**config.mk**
```make
export PLATFORM = sky130hd
export DESIGN_NAME = receptor_comandos_arduino
export DESIGN_NICKNAME = d
export VERILOG_FILES = /design/src/rtl/receptor_pkg.sv /design/src/rtl/uart_rx_serial.sv /design/src/rtl/receptor_comandos_arduino.sv
export SDC_FILE = /design/constraint.sdc
export NUM_CORES = 1
export LEC_CHECK = 0
export CAP_MARGIN = 20
export CORE_ASPECT_RATIO = 0.75
export CORE_UTILIZATION = 55
export CTS_CLUSTER_SIZE = 24
export DETAILED_ROUTE_END_ITERATION = 8
export GPL_ROUTABILITY_DRIVEN = 1
export PLACE_DENSITY = 0.79
export SKIP_CTS_REPAIR_TIMING = 1
export SLEW_MARGIN = 20
export SYNTH_ARGS = -nofsm -noshare
export SYNTH_HDL_FRONTEND = slang
export SYNTH_SLANG_ARGS = --single-unit
```
**constraint.sdc**
```tcl
create_clock -name clock -period 3.1 [get_ports clock]
set_input_delay 0.62 -clock clock [delete_from_list [all_inputs] [get_ports clock]]
set_output_delay 0.62 -clock clock [all_outputs]
set_load 0.005 [all_outputs]
```
**src/rtl/receptor_pkg.sv**
```systemverilog
// Shared state codes and command opcodes for the Arduino command receiver.
// State PARIDADE exists only when RECEPTOR_PARIDADE_EN is defined (8E1 framing).
package receptor_pkg;

    typedef enum logic [2:0] {
        OCIOSO      = 3'd0,
        INICIO      = 3'd1,
        DADOS       = 3'd2,
        PARADA      = 3'd3,
        DECODIFICA  = 3'd4,
        ESPERA_IDLE = 3'd5
`ifdef RECEPTOR_PARIDADE_EN
        ,
        PARIDADE    = 3'd6
`endif
    } estado_t;

    localparam logic [3:0] OP_DIREITA  = 4'h1;
    localparam logic [3:0] OP_ESQUERDA = 4'h2;
    localparam logic [3:0] OP_ENTER    = 4'h3;
    localparam logic [3:0] OP_NOTA_ON  = 4'h4;
    localparam logic [3:0] OP_NOTA_OFF = 4'h5;
    localparam logic [3:0] OP_LIMPA    = 4'h6;

endpackage

```
**src/rtl/uart_rx_serial.sv**
```systemverilog
// UART receiver: two-flop synchroniser, baud counter, framing FSM and shift register.
// Frame is 8N1, or 8E1 when RECEPTOR_PARIDADE_EN is defined.
module uart_rx_serial #(
    parameter int CLKS_PER_BIT = 16
) (
    input  logic       clock,
    input  logic       reset,
    input  logic       rx,
    output logic [7:0] byte_data,
    output logic       byte_valid,
    output logic       erro_quadro,
    output logic [2:0] db_estado
);
    import receptor_pkg::*;

    localparam int CNT_W = (CLKS_PER_BIT > 1) ? $clog2(CLKS_PER_BIT) : 1;
    localparam logic [CNT_W-1:0] CNT_FIM  = CNT_W'(CLKS_PER_BIT - 1);
    localparam logic [CNT_W-1:0] CNT_MEIO = CNT_W'(CLKS_PER_BIT / 2 - 1);

    estado_t          estado_q, estado_d;
    logic [CNT_W-1:0] cnt_q, cnt_d;
    logic [2:0]       bit_q, bit_d;
    logic [7:0]       shift_q, shift_d;
    logic [7:0]       dado_q, dado_d;
    logic             erro_q, erro_d;
    logic             rx_meta_q, rx_meta_d;
    logic             rx_s_q, rx_s_d;
    logic             rx_prev_q, rx_prev_d;
`ifdef RECEPTOR_PARIDADE_EN
    logic             par_err_q, par_err_d;
`endif

    // Synchroniser and edge-history flops reset to 1 so an idle line is not seen as a start.
    always_ff @(posedge clock or negedge reset) begin
        if (!reset) begin
            estado_q  <= OCIOSO;
            cnt_q     <= '0;
            bit_q     <= '0;
            shift_q   <= '0;
            dado_q    <= '0;
            erro_q    <= 1'b0;
            rx_meta_q <= 1'b1;
            rx_s_q    <= 1'b1;
            rx_prev_q <= 1'b1;
`ifdef RECEPTOR_PARIDADE_EN
            par_err_q <= 1'b0;
`endif
        end else begin
            estado_q  <= estado_d;
            cnt_q     <= cnt_d;
            bit_q     <= bit_d;
            shift_q   <= shift_d;
            dado_q    <= dado_d;
            erro_q    <= erro_d;
            rx_meta_q <= rx_meta_d;
            rx_s_q    <= rx_s_d;
            rx_prev_q <= rx_prev_d;
`ifdef RECEPTOR_PARIDADE_EN
            par_err_q <= par_err_d;
`endif
        end
    end

    always_comb begin
        estado_d  = estado_q;
        cnt_d     = cnt_q;
        bit_d     = bit_q;
        shift_d   = shift_q;
        dado_d    = dado_q;
        erro_d    = 1'b0;
        rx_meta_d = rx;
        rx_s_d    = rx_meta_q;
        rx_prev_d = rx_s_q;
`ifdef RECEPTOR_PARIDADE_EN
        par_err_d = par_err_q;
`endif

        case (estado_q)
            OCIOSO: begin
                cnt_d = '0;
                if (rx_prev_q && !rx_s_q) begin
                    estado_d = INICIO;
                end
            end
            INICIO: begin
                if (cnt_q == CNT_MEIO) begin
                    cnt_d    = '0;
                    bit_d    = '0;
                    estado_d = rx_s_q ? OCIOSO : DADOS;
                end else begin
                    cnt_d = cnt_q + 1'b1;
                end
            end
            DADOS: begin
                if (cnt_q == CNT_FIM) begin
                    cnt_d   = '0;
                    shift_d = {rx_s_q, shift_q[7:1]};
                    if (bit_q == 3'd7) begin
`ifdef RECEPTOR_PARIDADE_EN
                        estado_d = PARIDADE;
`else
                        estado_d = PARADA;
`endif
                    end else begin
                        bit_d = bit_q + 1'b1;
                    end
                end else begin
                    cnt_d = cnt_q + 1'b1;
                end
            end
`ifdef RECEPTOR_PARIDADE_EN
            PARIDADE: begin
                if (cnt_q == CNT_FIM) begin
                    cnt_d     = '0;
                    par_err_d = ^{shift_q, rx_s_q};
                    estado_d  = PARADA;
                end else begin
                    cnt_d = cnt_q + 1'b1;
                end
            end
`endif
            PARADA: begin
                if (cnt_q == CNT_FIM) begin
                    cnt_d = '0;
                    if (!rx_s_q) begin
                        // Line still low: wait for release so a break is not taken as a new start.
                        erro_d   = 1'b1;
                        estado_d = ESPERA_IDLE;
`ifdef RECEPTOR_PARIDADE_EN
                    end else if (par_err_q) begin
                        erro_d   = 1'b1;
                        estado_d = OCIOSO;
`endif
                    end else begin
                        dado_d   = shift_q;
                        estado_d = DECODIFICA;
                    end
                end else begin
                    cnt_d = cnt_q + 1'b1;
                end
            end
            DECODIFICA: begin
                estado_d = OCIOSO;
            end
            ESPERA_IDLE: begin
                if (rx_s_q) begin
                    estado_d = OCIOSO;
                end
            end
            default: begin
                estado_d = OCIOSO;
            end
        endcase
    end

    always_comb begin
        byte_valid  = (estado_q == DECODIFICA);
        byte_data   = dado_q;
        erro_quadro = erro_q;
        db_estado   = estado_q;
    end

endmodule

```
**src/rtl/receptor_comandos_arduino.sv**
```systemverilog
// Arduino -> FPGA command receiver: UART deserialiser plus command decoder and held-note register.
// Define RECEPTOR_PARIDADE_EN to receive 8E1 frames instead of 8N1.
module receptor_comandos_arduino #(
    parameter int CLOCK_FREQ = 50_000_000,
    parameter int BAUD       = 9600,
    parameter int NUM_NOTAS  = 13
) (
    input  logic                 clock,
    input  logic                 reset,
    input  logic                 rx,
    output logic [NUM_NOTAS-1:0] botoes,
    output logic                 right_arrow_pressed,
    output logic                 left_arrow_pressed,
    output logic                 enter_pressed,
    output logic                 byte_valid,
    output logic [7:0]           byte_data,
    output logic                 erro_quadro,
    output logic [2:0]           db_estado
);
    import receptor_pkg::*;

    localparam int CLKS_PER_BIT = CLOCK_FREQ / BAUD;

    logic [NUM_NOTAS-1:0] botoes_q, botoes_d;
    logic [3:0]           op;
    logic [3:0]           arg;

    uart_rx_serial #(
        .CLKS_PER_BIT(CLKS_PER_BIT)
    ) u_rx (
        .clock      (clock),
        .reset      (reset),
        .rx         (rx),
        .byte_data  (byte_data),
        .byte_valid (byte_valid),
        .erro_quadro(erro_quadro),
        .db_estado  (db_estado)
    );

    assign op  = byte_data[7:4];
    assign arg = byte_data[3:0];

    always_ff @(posedge clock or negedge reset) begin
        if (!reset) begin
            botoes_q <= '0;
        end else begin
            botoes_q <= botoes_d;
        end
    end

    // Out-of-range note indices match no loop iteration and are ignored.
    always_comb begin
        botoes_d = botoes_q;
        if (byte_valid) begin
            case (op)
                OP_NOTA_ON: begin
                    for (int i = 0; i < NUM_NOTAS; i++) begin
                        if (int'(arg) == i) begin
                            botoes_d[i] = 1'b1;
                        end
                    end
                end
                OP_NOTA_OFF: begin
                    for (int i = 0; i < NUM_NOTAS; i++) begin
                        if (int'(arg) == i) begin
                            botoes_d[i] = 1'b0;
                        end
                    end
                end
                OP_LIMPA: begin
                    botoes_d = '0;
                end
                default: begin
                    botoes_d = botoes_q;
                end
            endcase
        end
    end

    always_comb begin
        botoes              = botoes_q;
        right_arrow_pressed = byte_valid && (op == OP_DIREITA);
        left_arrow_pressed  = byte_valid && (op == OP_ESQUERDA);
        enter_pressed       = byte_valid && (op == OP_ENTER);
    end

endmodule

```
==> results.md, run 1 <==
* Min-Delay Path Class: input port to asynchronous set/reset pin
* Top FF cell, synth: dfrtp_1
* Worst-Skew Late Latency at 310 ps
* IO buf count at 31
* Post-synth top area share at a little under half
* Count leader, synth: dfrtp_1
* P_sw at ~0.53 mW
* Critical Path AT at 2210 ps
* GRT Total Usage at ~22%
* First-pass GRT wire length at between 8 and 9 mm
* Cell Pwr Density at 510.9 nW/µm²
* Synth Register Bits at 52
* Post-synth top cells: dfrtp_1, mux2_2, o21ai_0
* Layout cells sized above 1 at 19.15%
* VDD IR max at approximately 0.43 mV
* Vias in the first global route at between 1500 and 2000
* Final worst path period need at 2833 ps
* Num ports at 32
* Req. time, crit path at approximately 2500 ps
* Reg area at ~1300 µm²
* CP Class: flop to primary output
* DR WL/cell at roughly 15 µm
* CP Capture Type: primary output
* Final setup TNS at 0 ps
* Critical path startpoint category: flop
* Die area at roughly 5000 µm²
* Clock sinks at 52
* Logic pwr share at about a quarter
* Drt via density at 5.761
* Ys Warns at 0
* Fin Clk Skew at between 9 and 10 ps
* Area of the mapped netlist at around 2600 µm²
* Sequential area share after synthesis at between 50% and 60%
* Number of remaining DRC errors at 0
* Avg Cell Area, Syn at between 10 and 15 µm²
* CORE AREA at roughly 4500 µm²
* Post-Syn Nets at ~250
* Post-synth cell types at 43
* Area Growth Syn to Fin at 18.28%
* Iteration-0 DRC count of the detailed router at around 240
* Ys async rst share at between 90% and 100%
* CTS Root Cell: clkbuf_8
* Hold Vio Cnt, Final at 0
* Internal power at 1.038 mW
* Period utilization at between 90% and 100%
* Die height at about 61 µm
* Placed wire-length estimate at ~3.6 mm
* Nets at roughly 290
* Crit-path max FO at 12
* CTS tree: built
* Chip width at slightly above 80 µm
* H-tree depth at 2
* First-pass DRT Iterations at 4
* Area occupied by multi-input gates at about 1200 µm²
* Cell count after synthesis at 248
* Longest Clk Path Bufs at 2
* # fillers at about 340
* Post-synth EDFFs at 0
* Slew at the pin closest to its max-slew limit at around 630 ps
* Vias post-DR at between 1500 and 2000
* Final antenna-violating net count at 0
* Max-cap violations at 0
* Largest net degree at the start of global routing at 51
* GR Overflow Total at 0
* Sw Share at 33.76%
* Worst slew margin at between 50% and 60%
* Seq pwr share at between 40% and 50%
* Starting Density at ~58%
* Clock Power Share at 25.9%
* Diodes inserted at 0
* Worst-path clk slew at about 100 ps
* Final setup fails at 0
* Status: complete, no violations
* Antenna violations before repair at 0
* Rows at 21
* Static Leak at between 1 and 1.5 nW
* WL final at 5.186 mm
* Synth area leaders: dfrtp_1, mux2_2, o21ai_0, dfstp_2, nor2_1
* CTS buffer count at 5
* RSZ-0062 raised after global routing: no
* Slew Limit Fails at 0
* Cell taking the most area after synthesis: dfrtp_1
* Final Core Density at a little under 70%
* Placer congestion estimate at just under 0.9
* Max Clk Rate at between 0.3 and 0.4 GHz
path summary, 6_finish.rpt:
check / from / end / slack, ps / cells past startpoint
max: u_rx.db_estado[1]$_DFFE_PN0P_ / right_arrow_pressed / 270 / 5
min: reset / u_rx.cnt_q[12]$_DFFE_PN0P_ / 310 / 1
max reg2reg: u_rx.cnt_q[3]$_DFFE_PN0P_ / u_rx.byte_data[7]$_DFFE_PN0P_ / 590 / 4
min reg2reg: u_rx.rx_meta_q$_DFF_PN1_ / u_rx.rx_prev_d$_DFF_PN1_ / 360 / 0
max in group asynchronous: reset / u_rx.rx_prev_d$_DFF_PN1_ / 2190 / 2
min in group clock: u_rx.rx_meta_q$_DFF_PN1_ / u_rx.rx_prev_d$_DFF_PN1_ / 360 / 0
final cells by class:
type	count	share of cell area [%]
inverter	10	1.223
tap	57	2.325
timing repair buffer	36	11.26
clock inverter	3	0.8157
sequential	52	42.54
multi-input combinational	176	39.60
clock buffer	5	2.243
flip-flops by register name (all words and copies together), names as in the netlist, 3 cells and up:
signal	cells
botoes	13
u_rx.bit_q	3
u_rx.byte_data	8
u_rx.db_estado	3
u_rx.shift_q	8
u_rx.cnt_q	13
worst max-delay path, stage by stage, from the launching register on:
cell and delay [ps]:
dfrtp_1 500, or3_1 480, nor3_2 200, nand2_1 90, nor2_1 120, clkdlybuf4s50_1 510
routing by layer:
metal	vias up	part of all wire, %	wire, µm	global-route usage [%]
met2	54	43	2226	31.90
met1	930	52	2674	34.09
met3	7	4.6	239	4.889
met5	-	0	0	0
met4	0	0.85	44	5.612
li1	962	-	-	-
power groups by stage:
| stage | Clock, mW | Sequential, mW | Combinational, mW |
|---|---|---|---|
| after global routing | 0.441 | 0.780 | 0.439 |
| final | 0.405 | 0.773 | 0.389 |
| after floorplan | 0 | 0.769 | 0.264 |
| after CTS | 0.414 | 0.772 | 0.390 |
| after global placement | 0 | 0.780 | 0.384 |
| after detailed placement | 0 | 0.785 | 0.387 |
stage by stage:
step           hold slack, ps  cell area [µm²]  setup slack, ps  instances  power (mW)
3_3_place_gp            347.3             2967            649.6        331       1.164
4_1_cts                 365.9             3060            166.8        339       1.576
6_report                305.2             3068            267.1        339       1.568
2_1_floorplan           324.4             2594            797.1        248       1.033
3_5_place_dp            351.1             2967            522.5        331       1.172
5_1_grt                 366.5             3068            105.7        339       1.660
cell families (layout without fill, tap and decap cells):
logic type                 after synthesis  count (layout)  share of synthesized area (%)
muxes                                   31              31                          13.36
DFF                                     52              52                          50.31
xor gates and xnor gates                 6               6                          2.026
and+or+nand+nor                         96              96                          20.31
adders and majority gates                3               3                          1.447
AOI/OAI and AO/OA                       40              40                          9.503
buffers and inverters                   20              54                          3.039
placed cells by master, fill, tap and decap left out, drive strengths merged, types with 2 or more instances in the layout:
| master | instances |
|---|---|
| buf | 6 |
| and3 | 2 |
| xnor2 | 5 |
| a21o | 2 |
| nand2b | 6 |
| ha | 3 |
| or4b | 3 |
| mux2i | 2 |
| dfstp | 3 |
| a21oi | 4 |
| inv | 11 |
| nor3 | 16 |
| a211o | 2 |
| o21ai | 24 |
| clkbuf | 5 |
| mux2 | 29 |
| clkdlybuf4s50 | 30 |
| nor2 | 22 |
| a211oi | 2 |
| nor2b | 2 |
| nor4 | 4 |
| nand4b | 2 |
| nand3 | 7 |
| nand4 | 5 |
| nand2 | 16 |
| dfrtp | 49 |
| or3 | 6 |
No activity file was read; power rests on OpenSTA's default activity.
==> run 2, diff against run 1 <==
- DONT_BUFFER_PORTS: not set -> 1
- GPL_ROUTABILITY_DRIVEN: 1 -> 0
- PLACE_DENSITY: 0.79 -> 0.7
==> run 2 against run 1 <==
  * Via count is 4.4% lower
  * Routed wire length shrank 5.4%
  * Design area fell by 9.5%
  * First-iteration DRC count fell by 43%
  * Die area did not move
  * Worst hold slack worse by 150 ps
  * Non-clock buffer count decreased by 31
  * Fmax grew 13%
  * Worst setup slack improved by 330 ps
  * Critical path depth fell by 1
  * Critical endpoint is now u_rx.byte_data[3]$_DFFE_PN0P_
  * Largest cell class unchanged
  * Largest power group unchanged
  * Highest routed layer unchanged
==> results.md, run 2 (synthesized netlist as in run 1, its figures left out) <==
* Num ports at 32 (unchanged)
* Finished Cell Area at 2778 µm² (was 3068 µm²)
* Worst slew margin at 69.38% (was 58.28%)
* Nets at 256 (was 287)
* CTS buffer count at 5 (unchanged)
* CTS Root Cell: clkbuf_8 (unchanged)
* Chip width at 81.30 µm (unchanged)
* Critical R2R Capture: u_rx.byte_data[3]$_DFFE_PN0P_ (was u_rx.byte_data[7]$_DFFE_PN0P_)
* CP Class: flop to flop (was flop to primary output)
* Final Core Density at 61.82% (was 68.28%)
* Hold Vio Cnt, Final at 0 (unchanged)
* Drt via density at 6.065 (was 5.761)
* CTS tree: built (unchanged)
* Static Leak at 1.238 nW (was 1.337 nW)
* Rows at 21 (unchanged)
* Post-DP Area at 2654 µm² (was 2967 µm²)
* Final antenna-violating net count at 0 (unchanged)
* Worst-path clk slew at 90 ps (was 100 ps)
* Clock sinks at 52 (unchanged)
* Crit-path leading delay family: simple AND/OR/NAND/NOR gates (unchanged)
* Slew at the pin closest to its max-slew limit at 456.6 ps (was 625.8 ps)
* Largest net degree at the start of global routing at 53 (was 51)
* Req. time, crit path at 3290 ps (was 2480 ps)
* Max Clk Rate at 0.3989 GHz (was 0.3530 GHz)
* Diodes inserted at 0 (unchanged)
* Buf+Inv Stages, Crit Path at 0 (was 1)
* Inst Count DP at 299 (was 331)
* Longest Clk Path Bufs at 2 (unchanged)
* Final setup TNS at 0 ps (unchanged)
* Hold WS at 152.3 ps (was 305.2 ps)
* First-pass DRT Iterations at 5 (was 4)
* RSZ-0062 raised after global routing: no (unchanged)
* Number of remaining DRC errors at 0 (unchanged)
* Slew Limit Fails at 0 (unchanged)
* Min-Delay Path Class: input port to asynchronous set/reset pin (unchanged)
* Area Growth Syn to Fin at 7.091% (was 18.28%)
* Placed wire-length estimate at 3.388 mm (was 3.634 mm)
* DR WL/cell at 15.93 µm (was 15.30 µm)
* Status: complete, no violations (unchanged)
* Vias in the first global route at 1471 (was 1678)
* Iteration-0 DRC count of the detailed router at 137 (was 242)
* Vias post-DR at 1868 (was 1953)
* Worst-path cell chain: or4b_1, or4_4, nor3_4, mux2_2 (was or3_1, nor3_2, nand2_1, nor2_1, clkdlybuf4s50_1)
* First-pass GRT wire length at 7.493 mm (was 8.148 mm)
* Flop2flop setup slack at 590 ps (about the same)
* Antenna violations before repair at 0 (unchanged)
* GR Overflow Total at 0 (unchanged)
* CP Launch Point: u_rx.cnt_q[9]$_DFFE_PN0P_ (was u_rx.db_estado[1]$_DFFE_PN0P_)
* Slack of the critical path at 593.0 ps (was 267.1 ps)
* Fin Clk Skew at 6.642 ps (was 9.907 ps)
* Critical Path AT at 2690 ps (was 2210 ps)
* Final worst path period need at 2507 ps (was 2833 ps)
* Dpl ws at 622.5 ps (was 522.5 ps)
* Die area at 4997 µm² (unchanged)
* Reg-to-Reg Start: u_rx.cnt_q[9]$_DFFE_PN0P_ (was u_rx.cnt_q[3]$_DFFE_PN0P_)
* Worst-Skew Late Latency at 300 ps (was 310 ps)
* Slowest cell on the critical path: or4b_1 (was clkdlybuf4s50_1)
* Max-cap violations at 0 (unchanged)
* Critical path startpoint category: flop (unchanged)
* VDD IR max at 0.3631 mV (was 0.4287 mV)
* CP max stage delay at 580 ps (was 510 ps)
* Starting Density at 57.73% (unchanged)
* Most frequent cells in the layout: dfrtp_1, mux2_2, o21ai_0 (was dfrtp_1, clkdlybuf4s50_1, mux2_2)
* Period utilization at 80.87% (was 91.38%)
* Overall Power at 1.532 mW (was 1.568 mW)
* Crit-path max FO at 9 (was 12)
* Non-Filler Instances at 308 (was 339)
* GRT Total Usage at 20.32% (was 22.30%)
* Cell Pwr Density at 551.6 nW/µm² (was 510.9 nW/µm²)
* Commonest non-fill, non-tap cell in the layout: dfrtp_1 (unchanged)
* CP Capture Type: flop (was primary output)
* Die height at 61.47 µm (unchanged)
* Layout cells sized above 1 at 20.72% (was 19.15%)
* H-tree depth at 2 (unchanged)
* IO buf count at 0 (was 31)
* WL final at 4.905 mm (was 5.186 mm)
* Final setup fails at 0 (unchanged)
* Worst Reg2Reg Path Length in Cells at 4 (unchanged)
* CORE AREA at 4493 µm² (unchanged)
-- run 2: changes by cell type in the layout (fill, tap and decap cells not counted) --
cell / before / now
clkinvlp_4: 1 / 0
buf_16: 0 / 1
buf_4: 6 / 4
clkbuf_8: 5 / 6
clkdlybuf4s50_1: 30 / 0
clkinv_2: 0 / 1
inv_6: 2 / 1
nor3_1: 14 / 15
nor3_2: 1 / 0
-- run 2: worst max-delay path by stage --
stage | depth (start not counted) | to
after CTS | 4 | u_rx.byte_data[3]$_DFFE_PN0P_
after global routing | 5 | left_arrow_pressed
after global placement | 4 | u_rx.byte_data[7]$_DFFE_PN0P_
final | 4 | u_rx.byte_data[3]$_DFFE_PN0P_
after detailed placement | 4 | u_rx.byte_data[3]$_DFFE_PN0P_
after floorplan | 4 | u_rx.byte_data[0]$_DFFE_PN0P_
-- run 2: final cells by class --
| type | instances | area, µm² |
|---|---|---|
| inverters | 10 | 37.54 |
| flip-flops and latches | 52 | 1305 |
| well taps | 57 | 71.32 |
| repair buffers | 5 | 57.56 |
| clock buffers | 6 | 82.58 |
| clock inverters | 2 | 13.76 |
| multi-input cells | 176 | 1210 |
| fillers | 358 | 1715 |
-- run 2: layer usage --
| metal | up-vias | share of wire [%] | global-route usage, % |
|---|---|---|---|
| met2 | 50 | 40 | 26.07 |
| met3 | 2 | 6.4 | 5.185 |
| met1 | 909 | 53 | 32.86 |
| li1 | 907 | - | - |
| met5 | - | 0 | 0 |
| met4 | 0 | 0.51 | 5.357 |
-- run 2: report_power, final --
| group | switching (mW) | internal, mW |
|---|---|---|
| combinational | 0.213 | 0.124 |
| clock | 0.223 | 0.183 |
| sequential | 0.0718 | 0.717 |
| total | 0.507 | 1.02 |
-- run 2: worst reg2reg max path: stages (launching register included) --
cell	delay (ps)
dfrtp_1	460
or4b_1	580
or4_4	590
nor3_4	380
mux2_2	390
==> run 3, diff against run 2 <==
- PLACE_DENSITY: 0.7 -> 0.73
- clock period: 3.1 -> 2.09 ns (I/O delays scaled with it)
==> run 3 against run 2 <==
  * Routed wire length grew 15%
  * The flow now finishes with violations (negative setup slack)
  * Critical path depth grew 1
  * Design area increased by 13%
  * Utilization rose by 8.2 points
  * Global-route usage increased by 3.3 points
  * Fmax increased by 11%
  * Sequential share of layout area fell by 5.5 points
  * Critical path type unchanged
==> results.md, run 3 (synthesized netlist as in run 1, its figures left out) <==
* Failing checks: negative setup slack
* Clock Power Share at 26.4% (was 26.5%)
* Finished Cell Area at 3147 µm² (was 2778 µm²)
* Fin Clk Skew at 6.944 ps (was 6.642 ps)
* Worst-path clk slew at 100 ps (was 90 ps)
* Req. time, crit path at 2290 ps (was 3290 ps)
* Internal power at 1.909 mW (was 1.025 mW)
* Num ports at 32 (unchanged)
* Overall Power at 2.773 mW (was 1.532 mW)
* CTS Root Cell: clkbuf_8 (unchanged)
* Inst Count DP at 320 (was 299)
* GRT Total Usage at 23.59% (was 20.32%)
* Slew at the pin closest to its max-slew limit at 606.7 ps (was 456.6 ps)
* Slack of the critical path at -161.8 ps (was 593.0 ps)
* Die height at 61.47 µm (unchanged)
* Vias post-DR at 2007 (was 1868)
* CP Capture Type: flop (unchanged)
* Worst-path cell chain: or4b_4, or4_4, nor3_4, buf_12, mux2_2 (was or4b_1, or4_4, nor3_4, mux2_2)
* Final setup TNS at -2652 ps (was 0 ps)
* CP Class: flop to flop (unchanged)
* Hold WS at 100.0 ps (was 152.3 ps)
* Final antenna-violating net count at 0 (unchanged)
* Hold Vio Cnt, Final at 0 (unchanged)
* Area Growth Syn to Fin at 21.32% (was 7.091%)
* Crit-path max FO at 8 (was 9)
* IO buf count at 0 (unchanged)
* Final worst path period need at 2252 ps (was 2507 ps)
* Most frequent cells in the layout: dfrtp_1, buf_4, o21ai_0 (was dfrtp_1, mux2_2, o21ai_0)
* Max-cap violations at 0 (unchanged)
* Min-Delay Path Class: input port to flop (was input port to asynchronous set/reset pin)
* Drt via density at 5.955 (was 6.065)
* First-pass DRT Iterations at 4 (was 5)
* Largest net degree at the start of global routing at 53 (unchanged)
* Slowest cell on the critical path: or4_4 (was or4b_1)
* CTS buffer count at 5 (unchanged)
* CTS tree: built (unchanged)
* RSZ-0062 raised after global routing: yes (was no)
* Placed wire-length estimate at 3.769 mm (was 3.388 mm)
* Nets at 285 (was 256)
* Final Core Density at 70.04% (was 61.82%)
* Cell Pwr Density at 881.4 nW/µm² (was 551.6 nW/µm²)
* Sw Share at 31.15% (was 33.11%)
* GR Overflow Total at 0 (unchanged)
* Critical path startpoint category: flop (unchanged)
* Post-DP Area at 2879 µm² (was 2654 µm²)
* Critical Path AT at 2450 ps (was 2690 ps)
* Status: finished with violations (was complete, no violations)
* CP max stage delay at 570 ps (was 580 ps)
* Diodes inserted at 0 (unchanged)
* Logic pwr share at 33.1% (was 22.0%)
* Number of remaining DRC errors at 0 (unchanged)
* P_sw at 0.8640 mW (was 0.5073 mW)
* Dpl ws at -149.0 ps (was 622.5 ps)
* Rows at 21 (unchanged)
* Non-Filler Instances at 337 (was 308)
* First-pass GRT wire length at 8.604 mm (was 7.493 mm)
* VDD IR max at 0.8091 mV (was 0.3631 mV)
* Clock sinks at 52 (unchanged)
* Worst-Skew Late Latency at 310 ps (was 300 ps)
* Iteration-0 DRC count of the detailed router at 124 (was 137)
* Chip width at 81.30 µm (unchanged)
* # fillers at 317 (was 358)
* Starting Density at 57.73% (unchanged)
* Commonest non-fill, non-tap cell in the layout: dfrtp_1 (unchanged)
* Seq pwr share at 40.5% (was 51.5%)
* Static Leak at 1.436 nW (was 1.238 nW)
* WL final at 5.658 mm (was 4.905 mm)
* DR WL/cell at 16.79 µm (was 15.93 µm)
* Slew Limit Fails at 0 (unchanged)
* Max Clk Rate at 0.4441 GHz (was 0.3989 GHz)
* H-tree depth at 2 (unchanged)
* Vias in the first global route at 1746 (was 1471)
* Worst slew margin at 59.24% (was 69.38%)
* Period utilization at 107.7% (was 80.87%)
* Die area at 4997 µm² (unchanged)
* Antenna violations before repair at 0 (unchanged)
* Longest Clk Path Bufs at 2 (unchanged)
* Layout cells sized above 1 at 30.36% (was 20.72%)
* CORE AREA at 4493 µm² (unchanged)
* Final setup fails at 27 (was 0)
## run 3: cell count changes in the layout (fill, tap and decap cells not counted), sizes merged
cell	before	now
buf	5	32
bufinv	0	1
dlygate4sd3	0	1
inv	10	9
clkbuf	6	7
## run 3: area by class of cell
type,instances,area [µm²],share of cell area [%]
sequential,52,1305,41.47
multi-input combinational,176,1275,40.52
timing repair buffer,34,336.6,10.70
clock buffer,6,82.58,2.624
tap,57,71.32,2.266
clock inverter,2,38.79,1.233
inverter,10,37.54,1.193
## run 3: routing by layer
layer / global-route usage, % / vias up / share of wire (%)
met1: 36.86 / 991 / 51
met3: 6.074 / 5 / 5.5
met2: 31.90 / 57 / 43
met4: 6.122 / 0 / 0.67
met5: 0 / - / 0
li1: - / 954 / -
## run 3: final timing paths
| path | startpoint | to | slack (ps) | cells after the start |
|---|---|---|---|---|
| setup / recovery | u_rx.cnt_q[9]$_DFFE_PN0P_ | u_rx.byte_data[2]$_DFFE_PN0P_ | -160 | 5 |
| hold / removal | rx | u_rx.rx_meta_q$_DFF_PN1_ | 100 | 0 |
| setup reg to reg | u_rx.cnt_q[9]$_DFFE_PN0P_ | u_rx.byte_data[2]$_DFFE_PN0P_ | -160 | 5 |
| hold reg to reg | u_rx.rx_meta_q$_DFF_PN1_ | u_rx.rx_prev_d$_DFF_PN1_ | 360 | 0 |
| max in group asynchronous | reset | u_rx.rx_prev_d$_DFF_PN1_ | 1190 | 2 |
| min in group asynchronous | reset | u_rx.db_estado[0]$_DFFE_PN0P_ | 620 | 2 |
## run 3: power groups by stage
| stage | combinational, mW | sequential, mW | clock (mW) |
|---|---|---|---|
| floorplan | 0.401 | 1.14 | 0 |
| global placement | 0.703 | 1.14 | 0 |
| finish | 0.918 | 1.12 | 0.733 |
| global route | 0.986 | 1.13 | 0.783 |
| CTS | 0.722 | 1.12 | 0.747 |
| detailed placement | 0.711 | 1.14 | 0 |
## run 3: critical path, delay by kind of cell, from the launching register on
family | cells | cell delay, ps
multiplexers | 1 | 330
flip-flops | 1 | 400
buffers and inverters | 1 | 150
AND/OR/NAND/NOR | 3 | 1280
